## config.mk

```make
export PLATFORM = sky130hd
export DESIGN_NAME = immediate_generator
export DESIGN_NICKNAME = d
export VERILOG_FILES = /design/src/rtl/imm_gen_pkg.sv /design/src/rtl/imm_decode.sv /design/src/rtl/immediate_generator.sv
export SDC_FILE = /design/constraint.sdc
export NUM_CORES = 1
export LEC_CHECK = 0
export CORE_MARGIN = 1.5
export CORE_UTILIZATION = 46
export CTS_BUF_LIST = sky130_fd_sc_hd__clkbuf_4 sky130_fd_sc_hd__clkbuf_8
export DETAILED_ROUTE_END_ITERATION = 8
export HOLD_SLACK_MARGIN = 0.08
export PLACE_DENSITY = 0.89
export SLEW_MARGIN = 10
export SYNTH_ARGS = -nofsm -noshare
export SYNTH_HDL_FRONTEND = slang
export SYNTH_HIERARCHICAL = 1
export SYNTH_SLANG_ARGS = --single-unit
```

## constraint.sdc

```tcl
create_clock -name clk -period 1.2 [get_ports clk]
set_input_delay 0.18 -clock clk [delete_from_list [all_inputs] [get_ports clk]]
set_output_delay 0.18 -clock clk [all_outputs]
set_load 0.02 [all_outputs]
```

## src/rtl/imm_gen_pkg.sv

```systemverilog
// Shared opcode and format-code constants for the RV32I immediate generator.
package imm_gen_pkg;

    // Major opcodes (instruction[6:0]) that carry an immediate field
    localparam logic [6:0] OPC_OP_IMM = 7'b0010011;
    localparam logic [6:0] OPC_LOAD   = 7'b0000011;
    localparam logic [6:0] OPC_JALR   = 7'b1100111;
    localparam logic [6:0] OPC_SYSTEM = 7'b1110011;
    localparam logic [6:0] OPC_STORE  = 7'b0100011;
    localparam logic [6:0] OPC_BRANCH = 7'b1100011;
    localparam logic [6:0] OPC_LUI    = 7'b0110111;
    localparam logic [6:0] OPC_AUIPC  = 7'b0010111;
    localparam logic [6:0] OPC_JAL    = 7'b1101111;

    // Register-register ops have no immediate; listed for readability only
    localparam logic [6:0] OPC_OP     = 7'b0110011;

    // Decoded immediate format codes presented on fmt
    localparam logic [2:0] FMT_NONE = 3'd0;
    localparam logic [2:0] FMT_I    = 3'd1;
    localparam logic [2:0] FMT_S    = 3'd2;
    localparam logic [2:0] FMT_B    = 3'd3;
    localparam logic [2:0] FMT_U    = 3'd4;
    localparam logic [2:0] FMT_J    = 3'd5;

endpackage

```

## src/rtl/imm_decode.sv

```systemverilog
// Purely combinational RV32I immediate extraction: picks the format from the
// opcode and reassembles the scattered immediate bits, sign-extending from bit 31.
module imm_decode
    import imm_gen_pkg::*;
(
    input  logic [31:0] instruction,
    output logic [31:0] imm,
    output logic [2:0]  fmt
);

    logic [6:0] opcode;
    logic       sign;

    assign opcode = instruction[6:0];
    assign sign   = instruction[31];

    // Select the immediate layout by opcode; unknown opcodes yield zero / NONE
    always_comb begin
        imm = 32'd0;
        fmt = FMT_NONE;
        case (opcode)
            OPC_OP_IMM, OPC_LOAD, OPC_JALR, OPC_SYSTEM: begin
                imm = {{20{sign}}, instruction[31:20]};
                fmt = FMT_I;
            end
            OPC_STORE: begin
                imm = {{20{sign}}, instruction[31:25], instruction[11:7]};
                fmt = FMT_S;
            end
            OPC_BRANCH: begin
                imm = {{19{sign}}, instruction[31], instruction[7],
                       instruction[30:25], instruction[11:8], 1'b0};
                fmt = FMT_B;
            end
            OPC_LUI, OPC_AUIPC: begin
                imm = {instruction[31:12], 12'd0};
                fmt = FMT_U;
            end
            OPC_JAL: begin
                imm = {{11{sign}}, instruction[31], instruction[19:12],
                       instruction[20], instruction[30:21], 1'b0};
                fmt = FMT_J;
            end
            default: begin
                imm = 32'd0;
                fmt = FMT_NONE;
            end
        endcase
    end

endmodule

```

## src/rtl/immediate_generator.sv

```systemverilog
// One-stage registered immediate generator: decodes each accepted instruction
// and presents imm/fmt one cycle later, holding them while no instruction arrives.
module immediate_generator
    import imm_gen_pkg::*;
(
    input  logic        clk,
    input  logic        rst,
    input  logic [31:0] instruction,
    input  logic        in_valid,
    output logic [31:0] imm,
    output logic [2:0]  fmt,
    output logic        out_valid
);

    logic [31:0] dec_imm;
    logic [2:0]  dec_fmt;

    logic [31:0] imm_d, imm_q;
    logic [2:0]  fmt_d, fmt_q;
    logic        out_valid_d, out_valid_q;

    imm_decode u_decode (
        .instruction (instruction),
        .imm         (dec_imm),
        .fmt         (dec_fmt)
    );

    // Load a new result only for accepted instructions, otherwise keep the last one
    always_comb begin
        imm_d       = imm_q;
        fmt_d       = fmt_q;
        out_valid_d = in_valid;
        if (in_valid) begin
            imm_d = dec_imm;
            fmt_d = dec_fmt;
        end
    end

    // Output register; reset clears any in-flight result immediately
    always_ff @(posedge clk or posedge rst) begin
        if (rst) begin
            imm_q       <= 32'd0;
            fmt_q       <= FMT_NONE;
            out_valid_q <= 1'b0;
        end else begin
            imm_q       <= imm_d;
            fmt_q       <= fmt_d;
            out_valid_q <= out_valid_d;
        end
    end

    assign imm       = imm_q;
    assign fmt       = fmt_q;
    assign out_valid = out_valid_q;

endmodule

```

# Word-level counts from Yosys, hierarchy flattened
# Index checks and enable logic that the tools add are counted.
[totals]
regBits = 36
in_bits = 35
out_inout_bits = 36
word_cells = 16
[op_classes]
n_eq_ne = 9
muxes = 2
reduce_logical = 2
[op_table]
columns = ["op", "count"]
rows = [
  ["case mux 32 bit (5 select lines)", 1],
  ["equality test 7 bit (second input constant)", 4],
  ["case mux 3 bit (5 select lines)", 1],
  ["equality test 7 x 5 -> 1 bit (second input constant)", 2],
  ["equality test 7 x 6 -> 1 bit (second input constant)", 2],
  ["equality test 7 x 2 -> 1 bit (second input constant)", 1],
  ["OR reduction 4 bit", 1],
  ["OR reduction 2 bit", 1],
]

# Longest topological paths before layout
[logic_depth]
ltp_word = 3
depth_mapped = 8
mapped_depth_nobuf = 5

# By module
# Netlist, hierarchy kept.
[modules_own_cells]
columns = ["module", "n_inst", "cells_per_inst", "area_per_inst_um2", "seq_area_each_um2"]
rows = [
  ["immediate_generator", 1, 76, 1482.7, 900.9],
  ["imm_decode", 1, 75, 506.7, 0.0],
]

# Least setup slack after synthesis
# Ideal clock, no wire load.
[synth_path]
kind = "input-to-reg"
start = "in instruction[3]"
end = "reg imm_q[20] (netlist: imm[20])"
t_arrival_ns = 1.483
t_required_ns = 1.075
setup_slack_ns = -0.408
cell_stages = 8
n_path_buf = 3
path_cell_list = "buf_4 and3b_1 o2111a_1 buf_6 a41o_1 buf_6 a21o_1 mux2_4"
[synth_via]
elab_chain_len = 3
elab_cells_between_ends = 12
classes_between = "eq/ne (9); mux (1); reduce/logical (2)"
[synth_rtl]
columns = ["element", "line_no", "text"]
rows = [
  ["start, declared", "immediate_generator.sv:8", "input logic [31:0] instruction,"],
  ["equality test 7 x 5 -> 1 bit (tied with other cells)", "imm_decode.sv:21", "case (opcode)"],
  ["OR reduction 4 bit / OR reduction 2 bit (equally long branches)", "imm_decode.sv:21", ""],
  ["case mux 32 bit (5 select lines) *", "imm_decode.sv:21", ""],
  ["via dec_imm[20]", "immediate_generator.sv:15", "logic [31:0] dec_imm;"],
  ["end signal, assigned", "immediate_generator.sv:46", "imm_q <= imm_d;"],
  ["end, declared", "immediate_generator.sv:18", "logic [31:0] imm_d, imm_q;"],
]
# Mark *: on every way through the listed nets, which the timed path passes. The rest lies on a longest branch.
# A chain may end at the register's enable or synchronous reset.

# Worst setup path after layout
[layout_path]
start = "in instruction[6]"
end = "reg imm_q[22] (netlist: imm[22])"
# The elaborated chain is that of the path after synthesis.

==> flow_summary.json <==
{
  "period_minus_slack_ns": 1.24,
  "ant_nets": 0,
  "setup_slack_ns": -0.0423,
  "startpoint_type": "primary input",
  "start_util_pct": 48.7,
  "ir_drop_uv": 648,
  "cts_tree": "done",
  "internal_power_w": 0.00199,
  "worst_slew_pin_slew_ns": 0.341,
  "clk_path_buf_depth": 2,
  "hp-class": "primary input to async pin",
  "cp_data_required_time_ns": 1.38,
  "placed_area_um2": 2850,
  "synth_top_family_by_area": "multiplexers",
  "dr.pass1.iters": 4,
  "wl_per_cell_um": 17.8,
  "overflow": 0,
  "synth-compound-area-share_pct": 14.4,
  "yosys.area.top_type": "dfrtp_1",
  "clk_latency_ns": 0.29,
  "fin_util_pct": 75.3,
  "synth_cell_type_count": 34,
  "gp_congestion": 0.845,
  "instances_no_fill": 295,
  "synthSimpleGateAreaFrac_pct": 8.55,
  "fmax_mhz": 805,
  "p_leak_nw": 1.64,
  "avgSynthCellArea_um2": 13.2,
  "antenna_cells": 0,
  "grt.total_usage_pct": 23.9,
  "final_cell_area_um2": 3080,
  "grt_max_degree": 37,
  "ios": 71,
  "yosys-mux-area-fraction_pct": 25.5,
  "synth_top_area_share_pct": 45.3,
  "first_global_vias": 1571,
  "place_inst": 284,
  "synthXorXnorAreaFrac_pct": 0,
  "switching_share_pct": 26.3,
  "p_clk_share_pct": 33.8,
  "seq_area_frac_synth_pct": 45.3,
  "yosys-top-cells-area": "dfrtp_1, mux2_4, a21o_1",
  "drive_gt1_share_pct": 40.0,
  "core-area_um2": 4090,
  "powerDensity_nw_per_um2": 876,
  "vias": 1622,
  "syn_nets": 186,
  "slew_viol_final": 0,
  "area_delta_synth_final_pct": 54.7,
  "drc": 0,
  "p_sw_w": 0.000708,
  "crit_type": "primary input to flip-flop",
  "clock_sinks": 36,
  "rsz0062_at_grt": "yes",
  "io_buffers": 70,
  "netlist_area_um2": 1990,
  "hold_viol": 0,
  "synth_seq_cells": 36,
  "cts_max_level": 2,
  "p_comb_share_pct": 19.5,
  "clock_skew_ns": 0,
  "hpwl_um": 3380,
  "status": "finished, violations left",
  "drt_iter0_drc": 111,
  "setup_viol": 12,
  "numCtsBuffers": 5,
  "yosys_warnings": 6,
  "violations": "setup timing",
  "p_seq_share_pct": 46.8,
  "die_h_um": 68.8,
  "die_w_um": 68.8,
  "post-route-period-util_pct": 104,
  "slew_headroom_pct": 77.2,
  "clk_pin_slew_ns": 0.07,
  "antenna_found_initial": 0,
  "endpoint_kind": "flip-flop",
  "nets": 279,
  "dieArea_um2": 4730,
  "row_count": 23,
  "routed_wl_um": 5250,
  "dpl_worst_slack_ns": -0.837,
  "synthAdderAreaFrac_pct": 0,
  "drv_cap": 0,
  "viasPerCell": 5.50,
  "grt_pass1_wl_um": 8180,
  "fillerInstances": 268,
  "clockRootBuffer": "clkbuf_8",
  "synth_cells": 151,
  "cp_max_fo": 6,
  "critPathArrivalTime_ns": 1.42
}
power groups by stage:
stage	Combinational, W	Sequential, W	Clock (W)
global placement	0.000487	0.00128	0
global route	0.000557	0.00126	0.000957
finish	0.000525	0.00126	0.000910
floorplan	0.000206	0.00132	0
detailed placement	0.000494	0.00128	0
CTS	0.000512	0.00126	0.000924
path summary, 6_finish.rpt:
path | start | to | slack [ns] | cells past startpoint
worst max-delay path | instruction[6] | imm[22]$_DFFE_PP0P_ | -0.04 | 6
worst min-delay path | rst | imm[19]$_DFFE_PP0P_ | 0.22 | 3
worst max register to register | imm[26]$_DFFE_PP0P_ | imm[26]$_DFFE_PP0P_ | 0.41 | 1
worst min register to register | imm[8]$_DFFE_PP0P_ | imm[8]$_DFFE_PP0P_ | 0.51 | 1
max in group asynchronous | rst | imm[2]$_DFFE_PP0P_ | 0.80 | 3
min in group clk | in_valid | imm[9]$_DFFE_PP0P_ | 0.40 | 3
cells by family after synthesis:
| family | after synthesis |
|---|---|
| multiplexers | 35 |
| AO/OA/AOI/OAI | 38 |
| flip-flops | 36 |
| AND/OR/NAND/NOR | 30 |
| buffers and inverters | 12 |
layout by cell type (no fill, tap or decap), types with 3 or more instances in the layout:
cell type,synthesis,final
clkdlybuf4s15_1,0,26
dfrtp_1,36,36
buf_12,3,3
dlygate4sd2_1,0,9
and2_1,6,6
mux2_4,30,31
a22o_1,4,4
clkdlybuf4s50_1,0,25
clkbuf_8,0,5
a21o_1,19,19
nand2_1,8,6
buf_2,1,5
mux2_2,5,4
buf_6,3,8
buf_4,2,14
cell type report:
class                      instances  area [um^2]  area share [%]
timing repair buffer              94          911            29.6
inverter                           2         7.51           0.244
multi-input combinational        105         1100            35.8
tap                               50         62.6            2.03
clock inverter                     1         8.76           0.285
sequential                        36          901            29.3
clock buffer                       7         83.8            2.72
registers in the layout, summed over array words and instances (netlist names):
register and cells:
out_valid 1, imm 32, fmt 3
stage by stage:
step	total power (W)	hold WS [ns]	TNS, ns
2_1_floorplan	0.00152	0.211	-5.05
3_3_place_gp	0.00177	0.382	-25.70
3_5_place_dp	0.00178	0.384	-26.46
4_1_cts	0.00269	0.224	-0.123
5_1_grt	0.00278	0.253	-0.552
6_report	0.00269	0.221	-0.240
cell usage after synthesis:
library cell  count
and3b_1           1
and2_4            1
buf_4             2
buf_6             3
nand3b_1          1
o31a_1            1
nand2b_1          1
a41o_1            1
a22o_1            4
nor4_1            1
mux2_4           30
nor2b_1           2
nor3_2            1
o2111a_1          1
dfrtp_1          36
a211oi_1          1
a21oi_1           4
o21ai_1           1
o21ai_0           2
nand3_1           2
and2_1            6
nor2_1            3
buf_12            3
inv_1             2
nor3b_1           2
a21boi_0          1
nand2_1           8
a21oi_2           1
a32o_1            2
buf_2             1
clkbuf_1          1
a21o_1           19
or3_1             1
mux2_2            5
worst max-delay path, cell delays in order:
cell and delay (ns):
buf_6 0.10, and2_4 0.15, o2111a_2 0.28, a41o_4 0.29
a21o_1 0.17, mux2_4 0.25
repair_timing:
action / 4_1_cts / 5_1_grt
endpoints found under the setup margin: 71 / 40
cloned: 2 / 0
gates resized for setup: 103 / 29
pin swaps: 10 / 8
hold endpoints to repair: 1 / 0
buffers inserted: 2 / 0
hold buffers: 1 / 0
metal layers:
layer  up-vias  GRT usage, %  share of wire (%)
met5         -             0                  0
met4         0          8.09                1.5
met3        11          4.06                6.1
met2        79          36.1                 47
met1       795          34.9                 45
li1        737             -                  -
(Power assumes the default switching activity.)
